<file path="src/rtl/motoro301_pkg.sv">
// Shared definitions for the motoro301 serial command receiver.
//   - ASCII command byte codes recognised by the decoder
//   - receive FSM state encoding
//   - bit-period divider computation
package motoro301_pkg;

  localparam logic [7:0] CMD_START = 8'h53;  // 'S'
  localparam logic [7:0] CMD_STOP  = 8'h50;  // 'P'
  localparam logic [7:0] CMD_FSTOP = 8'h58;  // 'X'
  localparam logic [7:0] CMD_CLR   = 8'h43;  // 'C'
  localparam logic [7:0] CMD_INV   = 8'h52;  // 'R'
  localparam logic [7:0] CMD_INC   = 8'h2B;  // '+'
  localparam logic [7:0] CMD_DEC   = 8'h2D;  // '-'

  typedef enum logic [2:0] {
    StIdle,
    StStart,
    StData,
    StStop,
    StBreak
  } rx_state_e;

  // Clocks per bit, truncated.
  function automatic int unsigned calc_div(input int unsigned clk_hz, input int unsigned baud);
    return clk_hz / baud;
  endfunction

endpackage

</file>
<file path="src/rtl/uart_rx_core.sv">
// 8N1 UART receiver core.
//   clk_i        system clock
//   rst_ni       asynchronous active-low reset
//   rx_i         asynchronous serial input, idle high
//   rx_byte_o    last correctly framed byte
//   rx_valid_o   one-cycle strobe, rx_byte_o is new
//   frame_err_o  one-cycle strobe, stop bit sampled low
// Div is the bit period in clocks and must be at least 2.
module uart_rx_core
  import motoro301_pkg::*;
#(
  parameter int unsigned Div = 434
) (
  input  logic       clk_i,
  input  logic       rst_ni,
  input  logic       rx_i,
  output logic [7:0] rx_byte_o,
  output logic       rx_valid_o,
  output logic       frame_err_o
);

  localparam int unsigned CntW = (Div > 2) ? $clog2(Div) : 1;
  // Counter runs N-1 .. 0, so a load of N-1 spans N clocks.
  localparam logic [CntW-1:0] DivFull = CntW'(Div - 1);
  localparam logic [CntW-1:0] DivHalf = CntW'(Div / 2 - 1);

  logic            rx_meta_q, rx_sync_q;
  logic            rxs;
  rx_state_e       state_q, state_d;
  logic [CntW-1:0] cnt_q, cnt_d;
  logic [2:0]      bit_idx_q, bit_idx_d;
  logic [7:0]      shift_q, shift_d;
  logic [7:0]      rx_byte_q, rx_byte_d;
  logic            rx_valid_q, rx_valid_d;
  logic            frame_err_q, frame_err_d;
  logic            tc;

  assign rxs = rx_sync_q;
  assign tc  = (cnt_q == '0);

  // Two-flop synchroniser, reset to the idle-high line level.
  always_ff @(posedge clk_i or negedge rst_ni) begin
    if (!rst_ni) begin
      rx_meta_q <= 1'b1;
      rx_sync_q <= 1'b1;
    end else begin
      rx_meta_q <= rx_i;
      rx_sync_q <= rx_meta_q;
    end
  end

  // State register.
  always_ff @(posedge clk_i or negedge rst_ni) begin
    if (!rst_ni) begin
      state_q <= StIdle;
    end else begin
      state_q <= state_d;
    end
  end

  // Next-state logic.
  always_comb begin
    state_d = state_q;
    unique case (state_q)
      StIdle:  if (!rxs) state_d = StStart;
      StStart: if (tc) state_d = rxs ? StIdle : StData;
      StData:  if (tc && (bit_idx_q == 3'd7)) state_d = StStop;
      // Leaving at mid-stop-bit lets a back-to-back start edge be caught.
      StStop:  if (tc) state_d = rxs ? StIdle : StBreak;
      StBreak: if (rxs) state_d = StIdle;
      default: state_d = StIdle;
    endcase
  end

  // Datapath / output logic.
  always_comb begin
    cnt_d       = tc ? cnt_q : cnt_q - 1'b1;
    bit_idx_d   = bit_idx_q;
    shift_d     = shift_q;
    rx_byte_d   = rx_byte_q;
    rx_valid_d  = 1'b0;
    frame_err_d = 1'b0;
    unique case (state_q)
      StIdle: begin
        if (!rxs) cnt_d = DivHalf;
      end
      StStart: begin
        if (tc && !rxs) begin
          cnt_d     = DivFull;
          bit_idx_d = 3'd0;
        end
      end
      StData: begin
        if (tc) begin
          shift_d   = {rxs, shift_q[7:1]};
          bit_idx_d = bit_idx_q + 3'd1;
          cnt_d     = DivFull;
        end
      end
      StStop: begin
        if (tc) begin
          if (rxs) begin
            rx_byte_d  = shift_q;
            rx_valid_d = 1'b1;
          end else begin
            frame_err_d = 1'b1;
          end
        end
      end
      StBreak: ;
      default: ;
    endcase
  end

  always_ff @(posedge clk_i or negedge rst_ni) begin
    if (!rst_ni) begin
      cnt_q       <= '0;
      bit_idx_q   <= 3'd0;
      shift_q     <= 8'h00;
      rx_byte_q   <= 8'h00;
      rx_valid_q  <= 1'b0;
      frame_err_q <= 1'b0;
    end else begin
      cnt_q       <= cnt_d;
      bit_idx_q   <= bit_idx_d;
      shift_q     <= shift_d;
      rx_byte_q   <= rx_byte_d;
      rx_valid_q  <= rx_valid_d;
      frame_err_q <= frame_err_d;
    end
  end

  assign rx_byte_o   = rx_byte_q;
  assign rx_valid_o  = rx_valid_q;
  assign frame_err_o = frame_err_q;

endmodule

</file>
<file path="src/rtl/motoro301_cmd_rx.sv">
// UART command receiver for the motoro301 motor top.
//   clk50mhz     system clock
//   nReset       asynchronous active-low reset
//   uRx          serial input, 8N1, idle high
//   m3start      run request level
//   m3forceStop  force-stop level
//   m3invRotate  rotation direction level
//   m3freqINC    frequency-increment pulse, PULSE_CYC clocks
//   m3freqDEC    frequency-decrement pulse, PULSE_CYC clocks
//   rxByte       last received byte
//   rxValid      one-cycle strobe, rxByte is new
//   frameErr     one-cycle strobe on a low stop bit
//   cmdCnt       recognised command count, wraps
module motoro301_cmd_rx
  import motoro301_pkg::*;
#(
  parameter int unsigned CLK_HZ    = 50_000_000,
  parameter int unsigned BAUD      = 115200,
  parameter int unsigned PULSE_CYC = 1_000_000
) (
  input  logic       clk50mhz,
  input  logic       nReset,
  input  logic       uRx,
  output logic       m3start,
  output logic       m3forceStop,
  output logic       m3invRotate,
  output logic       m3freqINC,
  output logic       m3freqDEC,
  output logic [7:0] rxByte,
  output logic       rxValid,
  output logic       frameErr,
  output logic [7:0] cmdCnt
);

  localparam int unsigned Div    = calc_div(CLK_HZ, BAUD);
  localparam int unsigned PulseW = (PULSE_CYC > 2) ? $clog2(PULSE_CYC) : 1;
  // Counter runs PULSE_CYC-1 .. 0 while the pulse is high.
  localparam logic [PulseW-1:0] PulseLoad = PulseW'(PULSE_CYC - 1);

  logic [7:0]        rx_byte;
  logic              rx_valid;

  logic              start_q, start_d;
  logic              fstop_q, fstop_d;
  logic              inv_q, inv_d;
  logic              inc_q, inc_d;
  logic              dec_q, dec_d;
  logic [PulseW-1:0] pulse_cnt_q, pulse_cnt_d;
  logic [7:0]        cmd_cnt_q, cmd_cnt_d;
  logic              hit;

  uart_rx_core #(
    .Div (Div)
  ) u_rx (
    .clk_i       (clk50mhz),
    .rst_ni      (nReset),
    .rx_i        (uRx),
    .rx_byte_o   (rx_byte),
    .rx_valid_o  (rx_valid),
    .frame_err_o (frameErr)
  );

  always_comb begin
    start_d     = start_q;
    fstop_d     = fstop_q;
    inv_d       = inv_q;
    inc_d       = inc_q;
    dec_d       = dec_q;
    pulse_cnt_d = pulse_cnt_q;
    hit         = 1'b0;

    // Terminal count ends whichever pulse is active.
    if (pulse_cnt_q != '0) begin
      pulse_cnt_d = pulse_cnt_q - 1'b1;
    end else begin
      inc_d = 1'b0;
      dec_d = 1'b0;
    end

    if (rx_valid) begin
      case (rx_byte)
        CMD_START: begin
          if (!fstop_q) begin
            start_d = 1'b1;
            hit     = 1'b1;
          end
        end
        CMD_STOP: begin
          start_d = 1'b0;
          hit     = 1'b1;
        end
        CMD_FSTOP: begin
          fstop_d = 1'b1;
          start_d = 1'b0;
          hit     = 1'b1;
        end
        CMD_CLR: begin
          fstop_d = 1'b0;
          hit     = 1'b1;
        end
        CMD_INV: begin
          inv_d = ~inv_q;
          hit   = 1'b1;
        end
        // Loading either pulse drops the other on the same edge.
        CMD_INC: begin
          inc_d       = 1'b1;
          dec_d       = 1'b0;
          pulse_cnt_d = PulseLoad;
          hit         = 1'b1;
        end
        CMD_DEC: begin
          inc_d       = 1'b0;
          dec_d       = 1'b1;
          pulse_cnt_d = PulseLoad;
          hit         = 1'b1;
        end
        default: ;
      endcase
    end

    cmd_cnt_d = cmd_cnt_q + {7'd0, hit};
  end

  always_ff @(posedge clk50mhz or negedge nReset) begin
    if (!nReset) begin
      start_q     <= 1'b0;
      fstop_q     <= 1'b0;
      inv_q       <= 1'b0;
      inc_q       <= 1'b0;
      dec_q       <= 1'b0;
      pulse_cnt_q <= '0;
      cmd_cnt_q   <= 8'h00;
    end else begin
      start_q     <= start_d;
      fstop_q     <= fstop_d;
      inv_q       <= inv_d;
      inc_q       <= inc_d;
      dec_q       <= dec_d;
      pulse_cnt_q <= pulse_cnt_d;
      cmd_cnt_q   <= cmd_cnt_d;
    end
  end

  assign m3start     = start_q;
  assign m3forceStop = fstop_q;
  assign m3invRotate = inv_q;
  assign m3freqINC   = inc_q;
  assign m3freqDEC   = dec_q;
  assign rxByte      = rx_byte;
  assign rxValid     = rx_valid;
  assign cmdCnt      = cmd_cnt_q;

endmodule

</file>
<file path="config.mk">
export PLATFORM = sky130hd
export DESIGN_NAME = motoro301_cmd_rx
export DESIGN_NICKNAME = d
export VERILOG_FILES = /design/src/rtl/motoro301_pkg.sv /design/src/rtl/uart_rx_core.sv /design/src/rtl/motoro301_cmd_rx.sv
export SDC_FILE = /design/constraint.sdc
export NUM_CORES = 1
export LEC_CHECK = 0
export ABC_AREA = 1
export BUFFER_PORTS_ARGS = -buffer_cell sky130_fd_sc_hd__buf_4
export CORE_MARGIN = 10
export CORE_UTILIZATION = 35
export CTS_BUF_LIST = sky130_fd_sc_hd__clkbuf_8
export CTS_CLUSTER_DIAMETER = 60
export CTS_CLUSTER_SIZE = 30
export DETAILED_ROUTE_END_ITERATION = 8
export GPL_TIMING_DRIVEN = 0
export PLACE_DENSITY = 0.61
export SYNTH_ARGS = -nofsm -noshare
export SYNTH_HDL_FRONTEND = slang
export SYNTH_HIERARCHICAL = 1
export SYNTH_SLANG_ARGS = --single-unit
</file>
<file path="constraint.sdc">
create_clock -name clk50mhz -period 1.71 [get_ports clk50mhz]
set_clock_uncertainty 0.05 [all_clocks]
set_input_delay 0 -clock clk50mhz [delete_from_list [all_inputs] [get_ports clk50mhz]]
set_output_delay 0 -clock clk50mhz [all_outputs]
set_load 0.005 [all_outputs]
</file>
## Word-level counts from Yosys, hierarchy flattened

Index checks and enable logic that the tools add are counted.

| operators by class | value |
|---|---|
| add/sub/neg operators | 4 |
| equality and inequality tests | 20 |
| muxes and demuxes | 37 |
| bitwise operators | 1 |
| reductions and logical operators | 19 |

Operators with widths:

| kind | count |
|---|---|
| 20-bit two-way mux | 3 |
| 8-bit by 7-bit == test with 1-bit output, second input constant | 5 |
| 9-bit two-way mux | 4 |
| 9-bit case mux with 3 select lines | 1 |
| 3-bit two-way mux | 8 |
| 20-bit nonzero test | 1 |
| 20-bit by 1-bit subtractor with 20-bit output, second input constant | 1 |
| 8-bit by 6-bit == test with 1-bit output, second input constant | 2 |
| 3-bit case mux with 5 select lines | 1 |
| 1-bit two-way mux | 13 |
| 2-bit by 1-bit inequality test with 1-bit output, second input constant | 6 |
| 1-bit case mux with 2 select lines | 5 |
| 9-bit logical NOT | 1 |
| 3-bit AND reduction | 3 |
| 9-bit by 1-bit subtractor with 9-bit output, second input constant | 1 |
| 8-bit by 1-bit adder with 8-bit output | 1 |
| 3-bit by 2-bit == test with 1-bit output, second input constant | 2 |
| 3-bit == test, second input constant | 2 |
| 3-bit case mux with 2 select lines | 1 |
| 2-bit AND reduction | 3 |
| 2-bit nonzero test | 3 |
| 6-bit OR reduction | 1 |
| 5-bit AND reduction | 1 |
| 2-bit inequality test, second input constant | 2 |
| 8 further kinds | 10 |

| word-level totals | value |
|---|---|
| bits in registers | 68 |
| input bits | 3 |
| output and inout bits | 23 |

## Logic depth before layout (Yosys ltp)

| depth | value |
|---|---|
| depth after elaboration | 5 |
| depth in mapped cells | 13 |

## Hierarchy

Netlist, hierarchy kept.

By module, submodules not included:

| module | times used | cells each | area an instance (sq um) | sequential area each (sq um) |
|---|---|---|---|---|
| motoro301_cmd_rx | 1 | 274 | 1,961.9 | 825.8 |
| uart_rx_core | 1 | 200 | 1,788.0 | 878.3 |

## Worst setup path before layout

No wires, ideal clock.

| timing path | value |
|---|---|
| path kind | flip-flop to flip-flop |
| start point | register u_rx.rx_byte_q[5], in the netlist u_rx/rx_byte_o[5] |
| end point | register cmd_cnt_q[7], in the netlist cmdCnt[7] |
| library setup time | 0.123 ns |
| arrival | 1.737 ns |
| data required time | 1.537 ns |
| slack | -0.200 ns |
| cell stages (with the launch flop) | 13 |
| path buffers | 0 |
| clock period less this slack | 1.910 ns |
| cells stage by stage | dfrtp_1 > inv_1 > nand2_1 > nor2_1 > nand3_1 > nand2_1 > nor2_1 > nor2_1 > ha_1 > nand3_1 > nor3_1 > nand3_1 > xnor2_1 |

| on the way | value |
|---|---|
| word-level cells in the longest chain between the ends | 5 |
| elaborated cells on any way between the ends | 11 |
| classes of those cells | add/sub (1); eq/ne (7); mux (2); reduce/logical (1) |

RTL lines:

| element | RTL line | RTL |
|---|---|---|
| start: declaration | uart_rx_core.sv:33 | `logic [7:0] rx_byte_q, rx_byte_d;` |
| start signal: assignment | uart_rx_core.sv:127 | `rx_byte_q <= rx_byte_d;` |
| 8-bit by 6-bit == test with 1-bit output or 8-bit by 7-bit == test with 1-bit output (tied branches) | motoro301_cmd_rx.sv:81 | `case (rx_byte)` |
| 6-bit OR reduction (no source line) | n/a |  |
| 1-bit case mux with 2 select lines * | motoro301_cmd_rx.sv:81 |  |
| 1-bit two-way mux * | motoro301_cmd_rx.sv:80 | `if (rx_valid) begin` |
| 8-bit by 1-bit adder with 8-bit output * | motoro301_cmd_rx.sv:122 | `cmd_cnt_d = cmd_cnt_q + {7'd0, hit};` |
| via cmd_cnt_d[7] | motoro301_cmd_rx.sv:49 | `logic [7:0] cmd_cnt_q, cmd_cnt_d;` |
| end signal: assignment | motoro301_cmd_rx.sv:141 | `cmd_cnt_q <= cmd_cnt_d;` |
| end: declaration | motoro301_cmd_rx.sv:49 |  |

Mark *: on every way through the listed nets, which the timed path passes. The rest lies on a longest branch.
A chain may end at the register's enable or synchronous reset.

## Worst setup path in the final report

| timing path | value |
|---|---|
| start point | register u_rx.rx_byte_q[0], in the netlist u_rx/rx_byte_o[0] |
| end point | register cmd_cnt_q[6], in the netlist cmdCnt[6] |

The elaborated chain is that of the path after synthesis.

==> impl_table.tex <==
\begin{tabular}{lr}
\hline
Metric & Value \\
\hline
\multicolumn{2}{l}{\textbf{Cells and area}} \\
Final cell area excluding filler cells & 0.00490 mm2 \\
Ratio of cells with drive above 1 in the final layout & 0.310 \\
Post-route insts no fill & 688 \\
Final \#Nets & 559 \\
Area growth from synthesis to layout & 30.8\% \\
ANT cells & 0 \\
Total of fill cells in the finished design & 1003 \\
\multicolumn{2}{l}{\textbf{Global routing}} \\
Global Route met3 Usage & 0.0410 \\
Grt met2 use & 0.193 \\
Global-route wire length before repair & 14.7 mm \\
Fraction of met1 tracks used by global routing & 0.150 \\
Combined global-route utilization of all metal layers & 0.119 \\
Global route overflow & 0 \\
Most Used Layer, Global Route & met2 \\
Maximum number of pins on one net before global-route repair & 69 \\
Via count of the first global-routing pass & 3125 \\
Antenna violations before repair & 0 \\
\multicolumn{2}{l}{\textbf{Place}} \\
Half-perimeter wire length after detailed placement & 6.04 mm \\
RD Place Congestion & 0.894 \\
Post-placement cell area & 0.00412 mm2 \\
Placement Setup Slack & -457 ps \\
Number of buffer cells added on primary ports & 25 \\
Dpl cells & 635 \\
\multicolumn{2}{l}{\textbf{Synthesis}} \\
Post-synthesis net count & 486 \\
Post-synth top area share & 0.440 \\
Dominant cells by area after synthesis & sky130\_fd\_sc\_hd\_\_dfrtp\_1 (44\%), sky130\_fd\_sc\_hd\_\_nand2\_1 (12\%), sky130\_fd\_sc\_hd\_\_nor2\_1 (7.4\%), sky130\_fd\_sc\_hd\_\_nand3\_1 (7.3\%), sky130\_fd\_sc\_hd\_\_inv\_1 (5.3\%) \\
Cell taking the most area after synthesis & sky130\_fd\_sc\_hd\_\_dfrtp\_1 \\
Count of warnings emitted by yosys & 6 \\
Most numerous cell types in the synthesized netlist & sky130\_fd\_sc\_hd\_\_nand2\_1 (116), sky130\_fd\_sc\_hd\_\_nor2\_1 (74), sky130\_fd\_sc\_hd\_\_dfrtp\_1 (66) \\
Cell with the most instances after synthesis & sky130\_fd\_sc\_hd\_\_nand2\_1 \\
Combined area of all synthesized cells & 0.00375 mm2 \\
Flops \& latches, synth & 68 \\
Count of different cell masters after synthesis & 30 \\
Post-synthesis instance total & 474 \\
Proportion of register bits with asynchronous set or reset after synthesis & 1.00 \\
Post-synthesis area per instance & 7.91 um2 \\
EDFF count, synth & 0 \\
Top FF cell, synth & sky130\_fd\_sc\_hd\_\_dfrtp\_1 \\
Sequential-to-total area share from yosys stat & 0.454 \\
\multicolumn{2}{l}{\textbf{Detailed routing}} \\
Antenna violation net count after detailed routing & 0 \\
Via total after detailed routing & 3308 \\
Aggregate routed wire length & 9.19 mm \\
Routed len/inst & 13.4 um \\
DRC violation count after routing & 0 \\
Vias/cell & 4.81 \\
DRC violation total after the first TritonRoute iteration & 163 \\
Count of TritonRoute iterations in the first routing pass & 4 \\
\multicolumn{2}{l}{\textbf{Critical path}} \\
Max FO, Critical Path & 6 \\
Critical path launch point type & flip-flop \\
Critical path capture point type & flip-flop \\
Critical path startpoint & u\_rx/rx\_byte\_o[0] \\
Startpoint of the lowest-slack register-to-register path & u\_rx/rx\_byte\_o[0] \\
Terminus of the critical flop-to-flop path & cmdCnt[6] \\
Slack of the worst reg-to-reg path & -290 ps \\
Termination of the worst setup path & cmdCnt[6] \\
Data arrival time at the worst-slack endpoint & 2210 ps \\
Type of the worst setup path & reg2reg \\
Worst reg2reg path depth & 12 \\
Required time at the endpoint of the critical path & 1920 ps \\
\multicolumn{2}{l}{\textbf{Floorplan}} \\
I/O pin count & 26 \\
Die Span X & 124 um \\
Starting Density & 0.362 \\
FP Rows & 37 \\
Core Area & 0.0104 mm2 \\
Die H & 124 um \\
Floorplan die area & 0.0153 mm2 \\
\multicolumn{2}{l}{\textbf{STA}} \\
Final worst-path setup slack & -290 ps \\
Relative slew slack & 0.423 \\
Setup repair after global routing missed its margin & yes \\
Share of the clock period used by the worst path after layout & 1.17 \\
Count of pins over their slew limit & 0 \\
Final hold violation count & 0 \\
Final critical-path required period & 2000 ps \\
FMAX & 500 MHz \\
Number of setup violations in the final report & 29 \\
Pin slew with the least headroom to its limit & 865 ps \\
\multicolumn{2}{l}{\textbf{CTS}} \\
Count of H-tree levels built during CTS & 3 \\
Total clock sinks & 68 \\
Clk Latency, worst-skew pair & 350 ps \\
Clock-pin slew reported for the worst setup and hold paths after clock tree synthesis & 80 ps \\
Longest Clk Path Bufs & 2 \\
Number of buffers created by CTS & 9 \\
Clock tree root buffer cell & sky130\_fd\_sc\_hd\_\_clkbuf\_8 \\
CTS tree & done \\
\multicolumn{2}{l}{\textbf{Power and ir drop}} \\
Total power density per cell area & 624 mW/mm2 \\
Peak supply drop & 441 uV \\
Leakage dissipation & 2.67 nW \\
\multicolumn{2}{l}{\textbf{Hold path}} \\
Worst hold path type & in2async \\
\multicolumn{2}{l}{\textbf{Run}} \\
Max-cap violations & 0 \\
\multicolumn{2}{l}{\textbf{Status}} \\
Violated checks & negative setup slack \\
Result of the run & finished, violations left \\
\hline
\end{tabular}
-- layout make-up --
class                   instances  area (um2)  share of cell area
multi-input cells             343        2000               0.408
repair buffers                 61         513               0.105
plain buffers                   6        78.8              0.0161
inverters                      58         223              0.0454
flip-flops and latches         68        1710               0.349
well taps                     136         170              0.0347
clock inverters                 6        68.8              0.0140
clock buffers                  10         138              0.0281
-- metal layers --
metal  vias up  share of wire  routed length, um
met5         -              0                  0
met4         0         0.0079                 73
met3         8          0.051                470
met2        62           0.49               4510
met1      1573           0.45               4130
li1       1665              -                  -
-- registers in the layout, summed over array words and instances, names as in the netlist --
signal            count
m3freqDEC             1
u_rx/shift_q          8
m3freqINC             1
u_rx/bit_idx_q        3
m3invRotate           1
cmdCnt                8
u_rx/rx_byte_o        8
u_rx/state_q          3
u_rx/rx_meta_q        1
pulse_cnt_q          20
u_rx/cnt_q            9
u_rx/rx_sync_q        1
m3forceStop           1
u_rx/rx_valid_o       1
m3start               1
u_rx/frame_err_o      1
-- stage by stage --
stage | util | total power, mW | hold slack, ps | setup TNS [ps]
after floorplan | - | 1.65 | -346 | -162
after global placement | 0.397 | 1.69 | 58.1 | -2150
after detailed placement | 0.397 | 1.69 | 62.3 | -2220
after CTS | 0.436 | 3.11 | 233 | -1750
after global routing | 0.473 | 3.19 | 227 | -6390
final | 0.473 | 3.06 | 250 | -3840
-- report_power, final --
part	switching (mW)	total [mW]	leakage, nW	internal (mW)
Clock	0.677	1.40	0.104	0.727
Sequential	0.00289	1.61	0.918	1.61
Combinational	0.0345	0.0410	1.64	0.00656
-- how the worst min path moves through the flow --
stage / endpoint / slack, ps / cells after the start
5_1_grt: u_rx/rx_meta_q / 230 / 2
4_1_cts: u_rx/rx_meta_q / 230 / 2
3_3_place_gp: u_rx/rx_meta_q / 60 / 1
2_1_floorplan: cmdCnt[0] / -350 / 0
6_report: u_rx/cnt_q[6] / 250 / 2
3_5_place_dp: u_rx/rx_meta_q / 60 / 1
-- critical path, stage by stage (launching register included) --
cell                      delay (ps)
sky130_fd_sc_hd__dfrtp_2         470
sky130_fd_sc_hd__nand2_2         100
sky130_fd_sc_hd__nor3_4          220
sky130_fd_sc_hd__nand3_2         120
sky130_fd_sc_hd__nand2_2          70
sky130_fd_sc_hd__nor2_2           40
sky130_fd_sc_hd__nor2_2          110
sky130_fd_sc_hd__ha_4            190
sky130_fd_sc_hd__ha_4            160
sky130_fd_sc_hd__nand3_4          70
sky130_fd_sc_hd__nor2_2           80
sky130_fd_sc_hd__nand2_1          70
sky130_fd_sc_hd__xnor2_1         170
-- cell families after synthesis --
family	count (synthesis)	synth area share
adders and majority gates	9	0.0300
AOI/OAI and AO/OA	44	0.0781
xor gates and xnor gates	8	0.0187
DFF	68	0.454
and+or+nand+nor	281	0.345
buffers and inverters	64	0.0734
-- repair_timing --
item | in CTS | in global routing
pin swaps | 15 | 24
gates resized for setup | 24 | 42
endpoints found under the setup margin | 12 | 51
hold buffers | 2 | 0
hold endpoints to repair | 67 | 0
setup buffers | 12 | 20
cloned | 0 | 3
-- layout by cell type, fill, tap and decap left out, types with 4 or more instances in the layout --
master,Yosys,layout
sky130_fd_sc_hd__nor2_4,5,9
sky130_fd_sc_hd__o21ai_1,5,5
sky130_fd_sc_hd__o21ai_0,6,5
sky130_fd_sc_hd__inv_2,5,8
sky130_fd_sc_hd__nand2_4,3,6
sky130_fd_sc_hd__clkbuf_8,0,10
sky130_fd_sc_hd__ha_1,9,5
sky130_fd_sc_hd__inv_1,53,48
sky130_fd_sc_hd__a21oi_1,14,13
sky130_fd_sc_hd__nand4_1,6,6
sky130_fd_sc_hd__nor2_2,5,9
sky130_fd_sc_hd__nand3_1,55,49
sky130_fd_sc_hd__dfrtp_1,66,61
sky130_fd_sc_hd__nand2_2,6,10
sky130_fd_sc_hd__buf_6,4,7
sky130_fd_sc_hd__o21ai_2,16,16
sky130_fd_sc_hd__buf_4,1,53
sky130_fd_sc_hd__nand2_1,116,109
sky130_fd_sc_hd__xor2_1,6,6
sky130_fd_sc_hd__nand3_2,0,4
sky130_fd_sc_hd__nor2_1,74,66
sky130_fd_sc_hd__dfrtp_2,0,5
Power figures use the tool's default switching activity.
